[config.mk]
export PLATFORM = sky130hd
export DESIGN_NAME = innings_ctrl
export DESIGN_NICKNAME = d
export VERILOG_FILES = /design/src/rtl/match_pkg.sv /design/src/rtl/ball_over_counter.sv /design/src/rtl/innings_ctrl.sv
export SDC_FILE = /design/constraint.sdc
export NUM_CORES = 1
export LEC_CHECK = 0
export BUFFER_PORTS_ARGS = -buffer_cell sky130_fd_sc_hd__buf_4
export CAP_MARGIN = 25
export CORE_MARGIN = 3
export CORE_UTILIZATION = 45
export DETAILED_ROUTE_END_ITERATION = 8
export GPL_ROUTABILITY_DRIVEN = 0
export PLACE_DENSITY = 0.75
export SLEW_MARGIN = 20
export SYNTH_ARGS = -nofsm -noshare
export SYNTH_HDL_FRONTEND = slang
export SYNTH_HIERARCHICAL = 1
export SYNTH_SLANG_ARGS = --single-unit
[constraint.sdc]
create_clock -name clk -period 6.4 [get_ports clk]
set_clock_uncertainty 0.1 [all_clocks]
set_input_delay 0.32 -clock clk [delete_from_list [all_inputs] [get_ports clk]]
set_output_delay 0.32 -clock clk [all_outputs]
set_load 0.02 [all_outputs]
[src/rtl/match_pkg.sv]
// -----------------------------------------------------------------------------
// match_pkg -- shared types and constants for the innings controller.
//   state_t        : innings FSM encoding (also driven out on innings_ctrl.state)
//   EV_*           : delivery kind codes carried on ev_kind
//   RES_*          : match result codes carried on result
//   BALLS_PER_OVER : legal deliveries that make one over
//   clamp_runs()   : maps the out-of-range runs code 7 onto 6
// -----------------------------------------------------------------------------
package match_pkg;

   typedef enum logic [2:0] {
      ST_IDLE  = 3'd0,
      ST_INN1  = 3'd1,
      ST_BREAK = 3'd2,
      ST_INN2  = 3'd3,
      ST_DONE  = 3'd4
   } state_t;

   localparam logic [1:0] EV_LEGAL  = 2'b00;
   localparam logic [1:0] EV_WIDE   = 2'b01;
   localparam logic [1:0] EV_NOBALL = 2'b10;
   localparam logic [1:0] EV_WICKET = 2'b11;

   localparam logic [1:0] RES_NONE  = 2'b00;
   localparam logic [1:0] RES_TEAM1 = 2'b01;
   localparam logic [1:0] RES_TEAM2 = 2'b10;
   localparam logic [1:0] RES_TIE   = 2'b11;

   localparam int BALLS_PER_OVER = 6;

   function automatic logic [2:0] clamp_runs(input logic [2:0] r);
      return (r == 3'd7) ? 3'd6 : r;
   endfunction

endpackage

[src/rtl/ball_over_counter.sv]
// -----------------------------------------------------------------------------
// ball_over_counter -- legal-ball and completed-over counting.
// Ports:
//   clk, rst   : clock, synchronous active-high reset
//   clr        : synchronous clear of ball/overs (start of a new innings)
//   legal_inc  : one accepted legal delivery this cycle
//   ball       : legal balls in the current over (0..5), registered
//   overs      : completed overs, registered
//   over_end   : one-cycle pulse, registered, following the edge that closes an over
//   over_wrap  : combinational, this cycle's legal ball closes the over; lets the
//                parent end the innings on the same edge
// -----------------------------------------------------------------------------
module ball_over_counter
   import match_pkg::*;
(
   input  logic       clk,
   input  logic       rst,
   input  logic       clr,
   input  logic       legal_inc,
   output logic [2:0] ball,
   output logic [3:0] overs,
   output logic       over_end,
   output logic       over_wrap
);

   localparam logic [2:0] LAST_BALL = 3'(BALLS_PER_OVER - 1);

   assign over_wrap = legal_inc && (ball == LAST_BALL);

   always_ff @(posedge clk) begin
      if (rst || clr) begin
         ball     <= 3'd0;
         overs    <= 4'd0;
         over_end <= 1'b0;
      end else begin
         over_end <= over_wrap;
         if (legal_inc) begin
            if (over_wrap) begin
               ball  <= 3'd0;
               overs <= overs + 4'd1;
            end else begin
               ball  <= ball + 3'd1;
            end
         end
      end
   end

endmodule

[src/rtl/innings_ctrl.sv]
// -----------------------------------------------------------------------------
// innings_ctrl -- two-innings limited-overs match scorer.
// Optional feature macro: MATCH_FREE_HIT_EN (a no-ball arms a free hit; a wicket
// on the free-hit delivery scores as a legal ball but does not add a wicket).
// Parameters: MAX_OVERS (1..9), MAX_WKTS (1..10).
// Ports:
//   clk, rst              : clock, synchronous active-high reset
//   start                 : IDLE -> INN1, BREAK -> INN2; ignored elsewhere
//   ev_valid/ev_kind/ev_runs, ev_ready : delivery event handshake
//   score, wicket, overs, ball         : current innings counters
//   innings, target, state, result     : match progress
//   over_end                           : one-cycle over-complete pulse
// Handshake: an event is consumed on a rising edge where ev_valid && ev_ready.
// ev_ready is registered and high exactly in INN1/INN2; it drops on the same
// edge that ends the innings, so no event is taken after the closing one.
// All outputs are registered; an accepted event shows on the next edge.
// -----------------------------------------------------------------------------
module innings_ctrl
   import match_pkg::*;
#(
   parameter int MAX_OVERS = 2,
   parameter int MAX_WKTS  = 10
)
(
   input  logic       clk,
   input  logic       rst,
   input  logic       start,
   input  logic       ev_valid,
   input  logic [1:0] ev_kind,
   input  logic [2:0] ev_runs,
   output logic       ev_ready,
   output logic [8:0] score,
   output logic [3:0] wicket,
   output logic [3:0] overs,
   output logic [2:0] ball,
   output logic       innings,
   output logic [8:0] target,
   output logic [2:0] state,
   output logic [1:0] result,
   output logic       over_end
);

   localparam logic [3:0] OVERS_LIM = 4'(MAX_OVERS);
   localparam logic [3:0] WKTS_LIM  = 4'(MAX_WKTS);

   state_t     st;
   logic       accept;
   logic       in_play;
   logic [2:0] runs_eff;
   logic [3:0] add;
   logic       legal_inc;
   logic       wkt_inc;
   logic [9:0] sum;
   logic [8:0] score_next;
   logic [3:0] wkt_next;
   logic [3:0] overs_next;
   logic       over_wrap;
   logic       inn_end;
   logic       chase_won;
   logic       cnt_clr;
   logic [8:0] target_calc;
   logic [1:0] result_calc;

`ifdef MATCH_FREE_HIT_EN
   logic free_hit;
`endif

   assign state    = st;
   assign in_play  = (st == ST_INN1) || (st == ST_INN2);
   assign accept   = ev_valid && in_play;
   assign runs_eff = clamp_runs(ev_runs);
   assign cnt_clr  = (st == ST_BREAK) && start;

   ball_over_counter u_bo (
      .clk       (clk),
      .rst       (rst),
      .clr       (cnt_clr),
      .legal_inc (legal_inc),
      .ball      (ball),
      .overs     (overs),
      .over_end  (over_end),
      .over_wrap (over_wrap)
   );

   always_comb begin
      add       = 4'd0;
      legal_inc = 1'b0;
      wkt_inc   = 1'b0;
      if (accept) begin
         case (ev_kind)
            EV_LEGAL: begin
               add       = {1'b0, runs_eff};
               legal_inc = 1'b1;
            end
            EV_WIDE, EV_NOBALL: begin
               add = 4'd1 + {1'b0, runs_eff};
            end
            default: begin // EV_WICKET
               add       = {1'b0, runs_eff};
               legal_inc = 1'b1;
`ifdef MATCH_FREE_HIT_EN
               wkt_inc   = !free_hit;
`else
               wkt_inc   = 1'b1;
`endif
            end
         endcase
      end

      sum        = {1'b0, score} + {6'd0, add};
      score_next = sum[9] ? 9'd511 : sum[8:0];
      wkt_next   = wicket + {3'd0, wkt_inc};
      overs_next = overs + {3'd0, over_wrap};

      inn_end    = accept && ((wkt_next == WKTS_LIM) || (overs_next == OVERS_LIM));
      chase_won  = accept && (st == ST_INN2) && (score_next >= target);

      target_calc = (score_next == 9'd511) ? 9'd511 : score_next + 9'd1;

      // target is at least 1 whenever INN2 is active, so target - 1 cannot wrap
      if (score_next >= target)
         result_calc = RES_TEAM2;
      else if (score_next == target - 9'd1)
         result_calc = RES_TIE;
      else
         result_calc = RES_TEAM1;
   end

   always_ff @(posedge clk) begin
      if (rst) begin
         st       <= ST_IDLE;
         score    <= 9'd0;
         wicket   <= 4'd0;
         innings  <= 1'b0;
         target   <= 9'd0;
         result   <= RES_NONE;
         ev_ready <= 1'b0;
`ifdef MATCH_FREE_HIT_EN
         free_hit <= 1'b0;
`endif
      end else begin
         case (st)
            ST_IDLE: begin
               if (start) begin
                  st       <= ST_INN1;
                  ev_ready <= 1'b1;
               end
            end
            ST_INN1, ST_INN2: begin
               if (accept) begin
                  score  <= score_next;
                  wicket <= wkt_next;
`ifdef MATCH_FREE_HIT_EN
                  if (ev_kind == EV_NOBALL)
                     free_hit <= 1'b1;
                  else if (ev_kind != EV_WIDE)
                     free_hit <= 1'b0;
`endif
                  if (st == ST_INN1 && inn_end) begin
                     st       <= ST_BREAK;
                     ev_ready <= 1'b0;
                     target   <= target_calc;
                  end else if (st == ST_INN2 && (inn_end || chase_won)) begin
                     st       <= ST_DONE;
                     ev_ready <= 1'b0;
                     result   <= result_calc;
                  end
               end
            end
            ST_BREAK: begin
               if (start) begin
                  st       <= ST_INN2;
                  innings  <= 1'b1;
                  score    <= 9'd0;
                  wicket   <= 4'd0;
                  ev_ready <= 1'b1;
`ifdef MATCH_FREE_HIT_EN
                  free_hit <= 1'b0;
`endif
               end
            end
            default: ; // ST_DONE holds until reset
         endcase
      end
   end

endmodule

==> results.md <==
- The number of inserted diodes is 0.
- The highest clock rate is 214 MHz.
- The number of nets in the synthesized netlist is 362.
- The worst slew margin relative to its limit is 38.8%.
- In this run, CTS created clock tree buffers numbering 5.
- Adding up every negative setup slack in the final design gives 0 ns.
- In the final layout, the share of cells above drive strength 1 is 19.4%.
- Global routing consumed, over all layers together, 19.8% of the routing resources.
- By area the synthesized netlist is led by sky130_fd_sc_hd__dfxtp_1 27%, sky130_fd_sc_hd__ha_1 11%, sky130_fd_sc_hd__nor2_1 5.5%.
- Setup violations remaining at the end of the flow were counted as 0.
- The area fraction of the dominant cell type after synthesis is 27.3%.
- The netlist uses 66 different library cells.
- In the synthesized netlist, the number of instances is 328.
- The final-report hold violation count came to 0.
- For this block, the routed nets add up to 6.89 mm of wire.
- The number of register bits inferred by synthesis is 37.
- The port buffer count is 45.
- At the pin with the least slew margin, the transition time is 0.910 ns.
- TritonCTS built the clock tree.
- The area added between synthesis and finish is 17.9%.
- For this block, the via count after detailed routing is 2,541.
- For this design the top-level I/O count stands at 46.
- The worst setup slack for register-to-register paths is 1.73 ns.
- Once the floorplan was initialized, standard cells occupied 47.7% of the core.
- Hold repair after CTS inserted 0 buffers.
- STA classifies the critical path endpoint as a flip-flop.
- The sequential share of the synthesized area is 27.3%.
- The dominant cell by count in the synthesized netlist is sky130_fd_sc_hd__nor2_1.
- The time the worst path needs with I/O delays and setup is 4.67 ns.
- Once layout is complete, the utilization of the core stands at 56.3%.
- The die is 83.6 µm wide.
- The type of the most critical hold path is input pin to flip-flop.
- The tree is rooted in a sky130_fd_sc_hd__clkbuf_8.
- For the worst setup path, the data required time is 6.48 ns.
- The core region is 5680 µm².
- The largest driver fanout on the critical path is 10.
- The arrival time at the worst endpoint is 4.75 ns.
- For this run, the slowest stage of the critical path takes 0.48 ns.
- The clock latency of the later-clocked register in the worst-skew pair is 0.29 ns.
- The clock slew seen by the registers of the worst setup and hold paths is 0.08 ns.
- sky130_fd_sc_hd__dfxtp_1 takes more of the synthesized area than any other cell.
- The critical path goes through inv_1 > nand3_1 > nor2_1 > ha_1 > inv_1 > fa_1 > nor2b_1 > o21a_1 > o2111ai_1 > mux2_2 > ha_1 > a2111oi_0 > o211ai_1 > a21oi_1 > o21bai_1 > o311ai_1 > o21ba_1.
- After synthesis, the most frequently instantiated cells are 40 x sky130_fd_sc_hd__nor2_1, 37 x sky130_fd_sc_hd__dfxtp_1, 24 x sky130_fd_sc_hd__ha_1, 23 x sky130_fd_sc_hd__inv_1, 23 x sky130_fd_sc_hd__nand2_1.
- The first global-routing pass estimated 11.6 mm of wire.
- The tool flagged a number of max-cap violations equal to 0.
- After layout, the design draws a total of 457 µW.
- The remaining design rule violation count is 0.
- In this run the post-CTS setup repair buffer count came out at 0.
- The flow ran to the end, and the final reports show no timing, DRC or antenna violations.
- The number of nets in the layout is 404.
- Dividing the detail-routed via count by the number of cells gives 5.74.
- The die covers 6990 µm².
- Entering global routing, the biggest net connects 28 pins.
- The overall overflow remaining after global route is 0.
- The total count of max-transition violations in the final report came to 0.
- The pre-CTS setup slack is 1.69 ns.
- The detail route stage leaves a number of antenna-violating nets equal to 0.
- Measured along the y axis, the die boundary spans 83.6 µm.
- The number of iterations in the first detailed-routing pass is 5.
- The number of placement rows is 27.
- The initial antenna violation count is 0.
- The number of global-route vias before repair is 2,407.
- The startpoint class of the critical path is a flip-flop.
- The primary flip-flop cell chosen by synthesis mapping is sky130_fd_sc_hd__dfxtp_1.
- The final critical-path share of the clock period is 72.9%.
- The critical path class is flip-flop to flip-flop.
- The number of sinks handled by clock tree synthesis is 37.
- The mapped netlist covers 2710 µm².
- In the synthesized netlist the async set-or-reset flop fraction comes to 0%.
- The count of H-tree levels built during CTS is 2.
- The layout filler cell count is 546.
- After the first detailed-routing iteration, the DRC count stood at 163.
- The total power per unit cell area is 143 nW/µm².
- The cell depth of the worst hold path is 3.
- The slowest cell on the critical path is sky130_fd_sc_hd__fa_1.
- The number of gates resized after CTS was 0.
- The post-synthesis area per instance is 8.26 µm².
- The synthesized design contains 0 enable-type register cells.
- Setup repair after global routing left no endpoint under its margin.
- The Yosys step of the flow raised 6 warnings.
- Hold is met by 0.171 ns.
- The final worst slack is 1.73 ns.
- Measured in cells, the most critical reg-to-reg path has a length of 17.
- The maximum vdd drop is 79.6 µV.
- The routed length per instance is 15.6 µm.
- The static leakage is 1.36 nW.
- Counting along the longest clock path gives a buffer depth of 2.
- The total half-perimeter wirelength after legalization and detailed placement is 5.37 mm.
-- through the flow --
| stage | cells | instance area (µm²) |
|---|---|---|
| final | 443 | 3190 |
| after global placement | 434 | 3100 |
| after global routing | 443 | 3190 |
| after floorplan | 328 | 2710 |
| after detailed placement | 435 | 3110 |
| after CTS | 443 | 3190 |
-- path summary, 6_finish.rpt --
check,from,endpoint
max,state[2],result[1]
min,start,state[0]
max reg2reg,state[2],result[1]
min reg2reg,innings,innings
-- worst max-delay path, delay by kind of cell, from the launching register on --
kind,cells,cell delay [ns]
AOI/OAI and AO/OA,8,1.73
adders and majority gates,3,1.03
buffers and inverters,2,0.19
DFF,1,0.33
muxes,1,0.38
and+or+nand+nor,3,0.80
-- routing by layer --
metal / vias up / GRT usage, % / wire (µm)
met4: 0 / 4.82 / 102
met1: 1192 / 25.9 / 3010
met2: 72 / 33.6 / 3370
met3: 12 / 3.75 / 402
met5: - / 0 / 0
li1: 1265 / - / -
-- state kept, by name, summed over array words and instances (netlist names) --
| name | flops |
|---|---|
| score | 9 |
| target | 9 |
| u_bo/overs | 4 |
| wicket | 4 |
| state | 3 |
| u_bo/ball | 3 |
| result | 2 |
| ev_ready | 1 |
| innings | 1 |
| u_bo/over_end | 1 |
-- placed cells by master, fill, tap and decap left out, types with 3 or more instances in the layout --
master,n
sky130_fd_sc_hd__a22oi_1,8
sky130_fd_sc_hd__a311oi_1,7
sky130_fd_sc_hd__o21ai_0,6
sky130_fd_sc_hd__and2_1,4
sky130_fd_sc_hd__nand2_1,23
sky130_fd_sc_hd__a31oi_1,5
sky130_fd_sc_hd__nor3b_1,3
sky130_fd_sc_hd__xor2_1,9
sky130_fd_sc_hd__a211oi_1,4
sky130_fd_sc_hd__inv_1,23
sky130_fd_sc_hd__a21oi_1,12
sky130_fd_sc_hd__clkbuf_8,5
sky130_fd_sc_hd__nor4_1,5
sky130_fd_sc_hd__nand3_1,12
sky130_fd_sc_hd__nor2_1,40
sky130_fd_sc_hd__a2111oi_0,3
sky130_fd_sc_hd__xnor2_1,17
sky130_fd_sc_hd__o21a_1,3
sky130_fd_sc_hd__nand2b_1,4
sky130_fd_sc_hd__a21o_1,3
sky130_fd_sc_hd__nand4_1,3
sky130_fd_sc_hd__dfxtp_1,37
sky130_fd_sc_hd__ha_1,24
sky130_fd_sc_hd__a21boi_0,3
sky130_fd_sc_hd__nor3_1,6
sky130_fd_sc_hd__buf_4,48
-- layout make-up --
class                   count  area [µm²]  area share (%)
flip-flops and latches     37         741            23.2
well taps                  72        90.1            2.82
repair buffers             48         360            11.3
inverters                  25        93.8            2.94
multi-input cells         253        1820            57.1
clock inverters             3        17.5           0.549
clock buffers               5        68.8            2.16
-- logic make-up after synthesis --
group	count (synthesis)	share of synthesized area (%)
simple gates	119	22.8
compound gates	76	21.2
buf+inv	38	5.40
flops	37	27.3
xor+xnor	27	9.24
fa+ha+maj	25	11.8
mux	5	2.08
other cells	1	0.138
-- report_power, final --
part | switching, mW | leakage, nW | internal [mW] | total [mW]
Combinational | 0.0357 | 1.02 | 0.0237 | 0.0594
Sequential | 0.00232 | 0.299 | 0.232 | 0.235
Clock | 0.0875 | 0.0439 | 0.0752 | 0.163
Total | 0.126 | 1.36 | 0.331 | 0.457
No activity file was read; power rests on OpenSTA's default activity.
